`src/rtl/spu_exec_pipe_if.sv`:
```
`default_nettype none
// ============================================================================
// Module   : spu_exec_pipe_if
// Purpose  : Issue-side and writeback-side handshake bundle for the SPU
//            execute pipe.
// Ports    : issue side   - in_valid/in_ready, operands, immediate,
//                           destinations, alu_op, forwarding selects,
//                           wb_data, flush
//            result side  - out_valid/out_ready, out_result, out_zero,
//                           out_dest, out_jump_pc
// Modports : master = issue/writeback driver, slave = execute pipe
// Revision : 1.0  initial release
// ============================================================================
interface spu_exec_pipe_if #(
    parameter int DATA_W = 128,
    parameter int PC_W   = 11,
    parameter int REG_W  = 7
);
    logic              in_valid;
    logic              in_ready;
    logic [PC_W-1:0]   pc_plus8;
    logic [DATA_W-1:0] imm;
    logic [DATA_W-1:0] rd_a;
    logic [DATA_W-1:0] rd_b;
    logic [REG_W-1:0]  dest_rt;
    logic [REG_W-1:0]  dest_rrr;
    logic              dest_sel;
    logic [3:0]        alu_op;
    logic [1:0]        fwd_sel_a;
    logic [1:0]        fwd_sel_b;
    logic [DATA_W-1:0] wb_data;
    logic              flush;
    logic              out_valid;
    logic              out_ready;
    logic [DATA_W-1:0] out_result;
    logic              out_zero;
    logic [REG_W-1:0]  out_dest;
    logic [PC_W-1:0]   out_jump_pc;

    modport master (
        output in_valid, pc_plus8, imm, rd_a, rd_b, dest_rt, dest_rrr,
               dest_sel, alu_op, fwd_sel_a, fwd_sel_b, wb_data, flush,
               out_ready,
        input  in_ready, out_valid, out_result, out_zero, out_dest,
               out_jump_pc
    );

    modport slave (
        input  in_valid, pc_plus8, imm, rd_a, rd_b, dest_rt, dest_rrr,
               dest_sel, alu_op, fwd_sel_a, fwd_sel_b, wb_data, flush,
               out_ready,
        output in_ready, out_valid, out_result, out_zero, out_dest,
               out_jump_pc
    );
endinterface
`default_nettype wire

```
`src/rtl/spu_exec_pipe.sv`:
```
`default_nettype none
// ============================================================================
// Module   : spu_exec_pipe
// Purpose  : Pipelined SIMD execute stage. Evaluates a 32-bit-lane ALU
//            operation and a branch target in the accept cycle, then delays
//            them through LAT valid-tagged stages with a global stall.
// Ports    : clk    - clock, rising edge
//            rst_n  - asynchronous active-low reset
//            bus    - spu_exec_pipe_if.slave (issue and result handshakes)
// Params   : DATA_W (multiple of 32), PC_W, REG_W, LAT (1..8)
// Revision : 1.0  initial release
// ============================================================================
module spu_exec_pipe #(
    parameter int DATA_W = 128,
    parameter int PC_W   = 11,
    parameter int REG_W  = 7,
    parameter int LAT    = 2
) (
    input  logic           clk,
    input  logic           rst_n,
    spu_exec_pipe_if.slave bus
);
    localparam int c_LANES = DATA_W / 32;

    logic              w_advance;
    logic              w_accept;
    logic [DATA_W-1:0] w_opa;
    logic [DATA_W-1:0] w_opb;
    logic [DATA_W-1:0] alu_d;
    logic              zero_d;
    logic [REG_W-1:0]  dest_d;
    logic [PC_W-1:0]   jpc_d;

    // Index 0 is stage 1 (loaded at accept); index LAT-1 drives the outputs.
    logic              valid_q  [LAT];
    logic [DATA_W-1:0] result_q [LAT];
    logic              zero_q   [LAT];
    logic [REG_W-1:0]  dest_q   [LAT];
    logic [PC_W-1:0]   jpc_q    [LAT];

    // Global stall: the whole pipe freezes only when the last stage holds a
    // result that writeback refuses.
    assign w_advance    = !valid_q[LAT-1] | bus.out_ready;
    assign w_accept     = bus.in_valid & w_advance;
    assign bus.in_ready = w_advance;

    // Operand selection; select 1 bypasses whatever sits on out_result now.
    always_comb begin
        w_opa = bus.rd_a;
        w_opb = bus.rd_b;
        case (bus.fwd_sel_a)
            2'd1:    w_opa = bus.out_result;
            2'd2:    w_opa = bus.wb_data;
            default: w_opa = bus.rd_a;
        endcase
        case (bus.fwd_sel_b)
            2'd1:    w_opb = bus.out_result;
            2'd2:    w_opb = bus.wb_data;
            2'd3:    w_opb = bus.imm;
            default: w_opb = bus.rd_b;
        endcase
    end

    // Lane k occupies the k-th word from the top; lane 0 is the preferred slot.
    for (genvar k = 0; k < c_LANES; k++) begin : g_lane
        localparam int c_HI = DATA_W - 1 - 32 * k;
        logic [31:0] w_a;
        logic [31:0] w_b;
        logic [31:0] w_r;

        assign w_a = w_opa[c_HI -: 32];
        assign w_b = w_opb[c_HI -: 32];

        always_comb begin
            w_r = '0;
            case (bus.alu_op)
                4'd0:    w_r = w_a + w_b;
                4'd1:    w_r = w_a - w_b;
                4'd2:    w_r = w_a & w_b;
                4'd3:    w_r = w_a | w_b;
                4'd4:    w_r = w_a ^ w_b;
                4'd5:    w_r = ~(w_a | w_b);
                4'd6:    w_r = (w_a == w_b) ? '1 : '0;
                4'd7:    w_r = ($signed(w_a) > $signed(w_b)) ? '1 : '0;
                4'd8:    w_r = w_a << w_b[4:0];
                4'd9:    w_r = w_a >> w_b[4:0];
                default: w_r = '0;
            endcase
        end

        assign alu_d[c_HI -: 32] = w_r;
    end

    assign zero_d = (alu_d[DATA_W-1 -: 32] == 32'd0);
    assign dest_d = bus.dest_sel ? bus.dest_rrr : bus.dest_rt;
    // Word offset scaled to bytes; the sum is truncated to PC_W and wraps.
    assign jpc_d  = bus.pc_plus8 + (bus.imm[PC_W-1:0] << 3);

    always_ff @(posedge clk or negedge rst_n) begin
        if (!rst_n) begin
            for (int s = 0; s < LAT; s++) begin
                valid_q[s]  <= 1'b0;
                result_q[s] <= '0;
                zero_q[s]   <= 1'b0;
                dest_q[s]   <= '0;
                jpc_q[s]    <= '0;
            end
        end else begin
            // Delay stages, highest index first so each takes its
            // predecessor's pre-edge value.
            for (int s = LAT - 1; s > 0; s--) begin
                if (bus.flush) begin
                    valid_q[s] <= 1'b0;
                end else if (w_advance) begin
                    valid_q[s] <= valid_q[s-1];
                end
                if (w_advance) begin
                    result_q[s] <= result_q[s-1];
                    zero_q[s]   <= zero_q[s-1];
                    dest_q[s]   <= dest_q[s-1];
                    jpc_q[s]    <= jpc_q[s-1];
                end
            end
            // Stage 1: payload only moves on a real accept; a bubble just
            // clears the valid bit. Flush discards even a same-cycle accept.
            if (bus.flush) begin
                valid_q[0] <= 1'b0;
            end else if (w_advance) begin
                valid_q[0] <= w_accept;
            end
            if (w_accept) begin
                result_q[0] <= alu_d;
                zero_q[0]   <= zero_d;
                dest_q[0]   <= dest_d;
                jpc_q[0]    <= jpc_d;
            end
        end
    end

    assign bus.out_valid   = valid_q[LAT-1];
    assign bus.out_result  = result_q[LAT-1];
    assign bus.out_zero    = zero_q[LAT-1];
    assign bus.out_dest    = dest_q[LAT-1];
    assign bus.out_jump_pc = jpc_q[LAT-1];
endmodule
`default_nettype wire

```
`src/flat_wrapper.sv`:
```
// flat-port wrapper written by rule: the top's interface ports become plain ports
module spu_exec_pipe_flat 
#(
    parameter int DATA_W = 128,
    parameter int PC_W   = 11,
    parameter int REG_W  = 7,
    parameter int LAT    = 2
)
  (clk, rst_n, bus_in_valid, bus_pc_plus8, bus_imm, bus_rd_a, bus_rd_b, bus_dest_rt, bus_dest_rrr, bus_dest_sel, bus_alu_op, bus_fwd_sel_a, bus_fwd_sel_b, bus_wb_data, bus_flush, bus_out_ready, bus_in_ready, bus_out_valid, bus_out_result, bus_out_zero, bus_out_dest, bus_out_jump_pc);
  spu_exec_pipe_if #(.DATA_W(DATA_W), .PC_W(PC_W), .REG_W(REG_W)) bus_i ();
  input  logic clk;
  input  logic rst_n;
  input wire logic [$bits(bus_i.in_valid)-1:0] bus_in_valid;
  input wire logic [$bits(bus_i.pc_plus8)-1:0] bus_pc_plus8;
  input wire logic [$bits(bus_i.imm)-1:0] bus_imm;
  input wire logic [$bits(bus_i.rd_a)-1:0] bus_rd_a;
  input wire logic [$bits(bus_i.rd_b)-1:0] bus_rd_b;
  input wire logic [$bits(bus_i.dest_rt)-1:0] bus_dest_rt;
  input wire logic [$bits(bus_i.dest_rrr)-1:0] bus_dest_rrr;
  input wire logic [$bits(bus_i.dest_sel)-1:0] bus_dest_sel;
  input wire logic [$bits(bus_i.alu_op)-1:0] bus_alu_op;
  input wire logic [$bits(bus_i.fwd_sel_a)-1:0] bus_fwd_sel_a;
  input wire logic [$bits(bus_i.fwd_sel_b)-1:0] bus_fwd_sel_b;
  input wire logic [$bits(bus_i.wb_data)-1:0] bus_wb_data;
  input wire logic [$bits(bus_i.flush)-1:0] bus_flush;
  input wire logic [$bits(bus_i.out_ready)-1:0] bus_out_ready;
  output wire logic [$bits(bus_i.in_ready)-1:0] bus_in_ready;
  output wire logic [$bits(bus_i.out_valid)-1:0] bus_out_valid;
  output wire logic [$bits(bus_i.out_result)-1:0] bus_out_result;
  output wire logic [$bits(bus_i.out_zero)-1:0] bus_out_zero;
  output wire logic [$bits(bus_i.out_dest)-1:0] bus_out_dest;
  output wire logic [$bits(bus_i.out_jump_pc)-1:0] bus_out_jump_pc;
  assign bus_i.in_valid = bus_in_valid;
  assign bus_i.pc_plus8 = bus_pc_plus8;
  assign bus_i.imm = bus_imm;
  assign bus_i.rd_a = bus_rd_a;
  assign bus_i.rd_b = bus_rd_b;
  assign bus_i.dest_rt = bus_dest_rt;
  assign bus_i.dest_rrr = bus_dest_rrr;
  assign bus_i.dest_sel = bus_dest_sel;
  assign bus_i.alu_op = bus_alu_op;
  assign bus_i.fwd_sel_a = bus_fwd_sel_a;
  assign bus_i.fwd_sel_b = bus_fwd_sel_b;
  assign bus_i.wb_data = bus_wb_data;
  assign bus_i.flush = bus_flush;
  assign bus_i.out_ready = bus_out_ready;
  assign bus_in_ready = bus_i.in_ready;
  assign bus_out_valid = bus_i.out_valid;
  assign bus_out_result = bus_i.out_result;
  assign bus_out_zero = bus_i.out_zero;
  assign bus_out_dest = bus_i.out_dest;
  assign bus_out_jump_pc = bus_i.out_jump_pc;
  spu_exec_pipe #(.DATA_W(DATA_W), .PC_W(PC_W), .REG_W(REG_W), .LAT(LAT)) u_core (.clk(clk), .rst_n(rst_n), .bus(bus_i));
endmodule
```
`config.mk`:
```
export PLATFORM = sky130hd
export DESIGN_NAME = spu_exec_pipe_flat
export DESIGN_NICKNAME = d
export VERILOG_FILES = /design/src/rtl/spu_exec_pipe_if.sv /design/src/rtl/spu_exec_pipe.sv /design/src/flat_wrapper.sv
export SDC_FILE = /design/constraint.sdc
export NUM_CORES = 2
export LEC_CHECK = 0
export ABC_AREA = 1
export BUFFER_PORTS_ARGS = -buffer_cell sky130_fd_sc_hd__clkbuf_2
export CORE_MARGIN = 2
export CORE_UTILIZATION = 39
export DETAILED_ROUTE_END_ITERATION = 7
export PLACE_DENSITY = 0.55
export SYNTH_ARGS = -nofsm -noshare
export SYNTH_HDL_FRONTEND = slang
export SYNTH_SLANG_ARGS = --single-unit
```
`constraint.sdc`:
```
create_clock -name clk -period 9.8 [get_ports clk]
set_input_delay 0.49 -clock clk [delete_from_list [all_inputs] [get_ports clk]]
set_output_delay 0.49 -clock clk [all_outputs]
set_load 0.005 [all_outputs]
```
==> impl_results.md <==
* CTS Buffer Depth at 3
* Critical R2R Launch: u_core.bus.out_result[91]
* Die Height at 375 um
* Io pins at 700
* Via/cell ratio at 6.24
* Max Fclk at 165 MHz
* Via count at 72,007
* Fraction of registers with async set/reset at 100%
* Syn avg cell area at 5.65 sq um
* Crit path launch type: input pin
* All-Layer GR Usage at 47.2%
* Fin Setup TNS at 0 ps
* Path type of the worst min-delay path: input pin to register
* GR Overflow Total at 0
* Netlist cell types at 72
* Drt drc at 0
* EDFF count, synth at 0
* Synthesized area at 53,700 sq um
* Detailed-route wire length per cell at 30.2 um
* Post-route design area at 58,700 sq um
* Final Cycle Share at 61.8%
* Num CTS Buffers at 47
* GPL Wtd Cong at 1.07
* Violated checks: capacitance limit, slew limit
* Setup violators final at 0
* Peak supply drop at 0.140 mV
* Status: finished, violations left
* CP Class: input pin to register
* Post-synth top area share at 20.8%
* Nets at 10,644
* CTS tree: yes
* Pin count of the biggest net entering global routing at 95
* Post-route ant nets at 0
* Leading area contributor after synthesis: nand2_1
* # Max-Cap Violations at 2
* Vias in the first global route at 65,267
* Synth Register Bits at 296
* Clock root buffer: clkbuf_16
* Cells after Synth at 9,515
* Post-Syn Nets at 10,476
* FF-to-FF path depth at 17
* Initial Util at 39.2%
* Critical hold path startpoint: bus_pc_plus8[2]
* Min Tclk post-route at 6060 ps
* CP Data Required Time at 10,370 ps
* Worst r2r dst: u_core.result_q[211]
* Layout Area Growth over Synthesis at 9.20%
* Post-CTS Setup Inserts at 0
* Leak pwr at 30.4 nW
* Final WL at 348,000 um
* Yosys warns at 0
* Layout Skew at 31.5 ps
* Crit-path max FO at 63
* Tightest slew margin relative to the limit at -4.42%
* Clock slew at the register clock pins of the worst setup and hold paths at 60 ps
* Worst skew pair latency at 680 ps
* Crit path capture: u_core.result_q[211]
* RSZ-0062 raised after global routing: no
* Dpl hpwl at 276,000 um
* CORE AREA at 137,000 sq um
* Slew @ Worst Pin at 1550 ps
* Top cells by area, synth: nand2_1 (21%), dfrtp_1 (14%), nand3_1 (10%), ha_1 (9.3%), o21ai_0 (7.5%)
* Count leader, synth: nand2_1
* Top_reg_cell synth: dfrtp_1
* Port-buffer cells at 699
* Flop2flop setup slack at 4120 ps
* Setup crit end kind: register
* Met3 Resource Use GR at 14.4%
* CP Data Arrival Time at 6630 ps
* Die Width at 375 um
* GRT Max-Usage Layer: met2
* Placed inst area at 57,000 sq um
* Power density over cell area at 177 nW/um^2
* Pre-antenna DRT Iters at 7
* Row count at 136
* Routing usage on met2 at 68.3%
* Hold-fix buffers at CTS at 3
* Post-synthesis sequential area ratio at 13.8%
* Final Hold Viols at 0
* Met1 Use GR at 61.7%
* Fin cells at 11,544
* Initial antenna violation count at 58
* # placed instances at 11,425
* Ratio of cells with drive above 1 in the final layout at 11.8%
* Clk sinks at 296
* First-pass GRT wire length at 483,000 um
* DRT iter0 DRCs at 11,479
* H-tree Lvls at 2
* Fin. max-slew vios at 5
* Top cells by count, synth: nand2_1 (2,984), nand3_1 (1,122), inv_1 (900)
* Die Area at 141,000 sq um
* CP startpoint: bus_fwd_sel_b[1]
* CTS resizes at 0
## state kept, by name (all words and copies together) (netlist names)
signal	flops
u_core.bus.out_zero	1
u_core.valid_q	1
u_core.bus.out_jump_pc	11
u_core.result_q	128
u_core.bus.out_valid	1
u_core.jpc_q	11
u_core.dest_q	7
u_core.bus.out_dest	7
u_core.bus.out_result	128
u_core.zero_q	1
## layout by cell type (no fill, tap or decap), drive strengths merged, types with 63 or more instances in the layout
cell type,n
o2111ai,75
a21oi,526
o22ai,63
nor2,582
o211ai,72
clkbuf,757
nand3,1165
inv,938
nand2,3014
o21ai,995
nand4,93
a221oi,119
buf,145
dfrtp,296
nor3,73
o21a,76
ha,401
## worst min-delay path by stage
stage	depth (start not counted)	endpoint	slack, ps
finish	3	u_core.jpc_q[13]	20
global route	3	u_core.jpc_q[13]	50
CTS	3	u_core.jpc_q[13]	5
detailed placement	2	u_core.bus.out_result[50]	460
global placement	2	u_core.bus.out_result[79]	450
floorplan	0	u_core.bus.out_dest[0]	190
## worst max-delay path, stage by stage
cell and delay [ps]:
buf_4 210, clkinv_2 100, buf_4 680, nand2_2 360, o22ai_1 280, o21a_2 170
buf_4 600, ha_1 450, inv_1 200, o21ai_0 200, o21ai_0 300, a21oi_1 170
o21ai_2 320, nand2_1 120, nand2_1 70, nand2_1 50, nand4_1 80, nand2_1 570
inv_2 680, nand3_1 250, nand2_1 130, nand2_1 60
## where the power goes
| part | switching [W] | leakage, nW | total [W] | internal (W) |
|---|---|---|---|---|
| Sequential | 0.000353 | 3.83 | 0.00184 | 0.00149 |
| Clock | 0.000817 | 0.787 | 0.00189 | 0.00107 |
| Combinational | 0.00484 | 25.8 | 0.00669 | 0.00184 |
| Total | 0.00601 | 30.4 | 0.0104 | 0.00440 |
## final cells by class
type                       instances  area, sq um
fill                           15381        78500
multi-input combinational       7553        39100
sequential                       296         7410
timing repair buffer             845         4650
inverter                         940         3570
tap                             1794         2240
clock buffer                      60         1300
clock inverter                    27          309
antenna                           29         72.6
## stage by stage
stage	utilization, %	hold slack, ps	total power, W	setup slack (ps)
final	42.8	18.5	0.0104	3740
after global routing	42.8	52.3	0.0109	3550
after CTS	42.7	4.55	0.0101	4020
after detailed placement	41.5	459	0.00820	3300
after global placement	41.5	452	0.00821	3330
after floorplan	-	194	0.00589	5680
## kinds of logic after synthesis
group                      after synthesis  share of synthesized area, %
adders and majority gates              410                          9.67
xor gates and xnor gates                11                         0.179
and+or+nand+nor                       5021                          39.8
AOI/OAI and AO/OA                     2106                          22.8
DFF                                    296                          13.8
buffers and inverters                 1666                          13.6
muxes                                    5                        0.0931
## per-layer routing
layer | share of wire, % | vias up | routed length, um
met2 | 41 | 5116 | 141000
met4 | 6.8 | 46 | 23600
li1 | - | 31898 | -
met3 | 13 | 880 | 46700
met1 | 39 | 34067 | 136000
met5 | 0.083 | - | 290
Note: power is estimated with default switching activity, not from simulation.
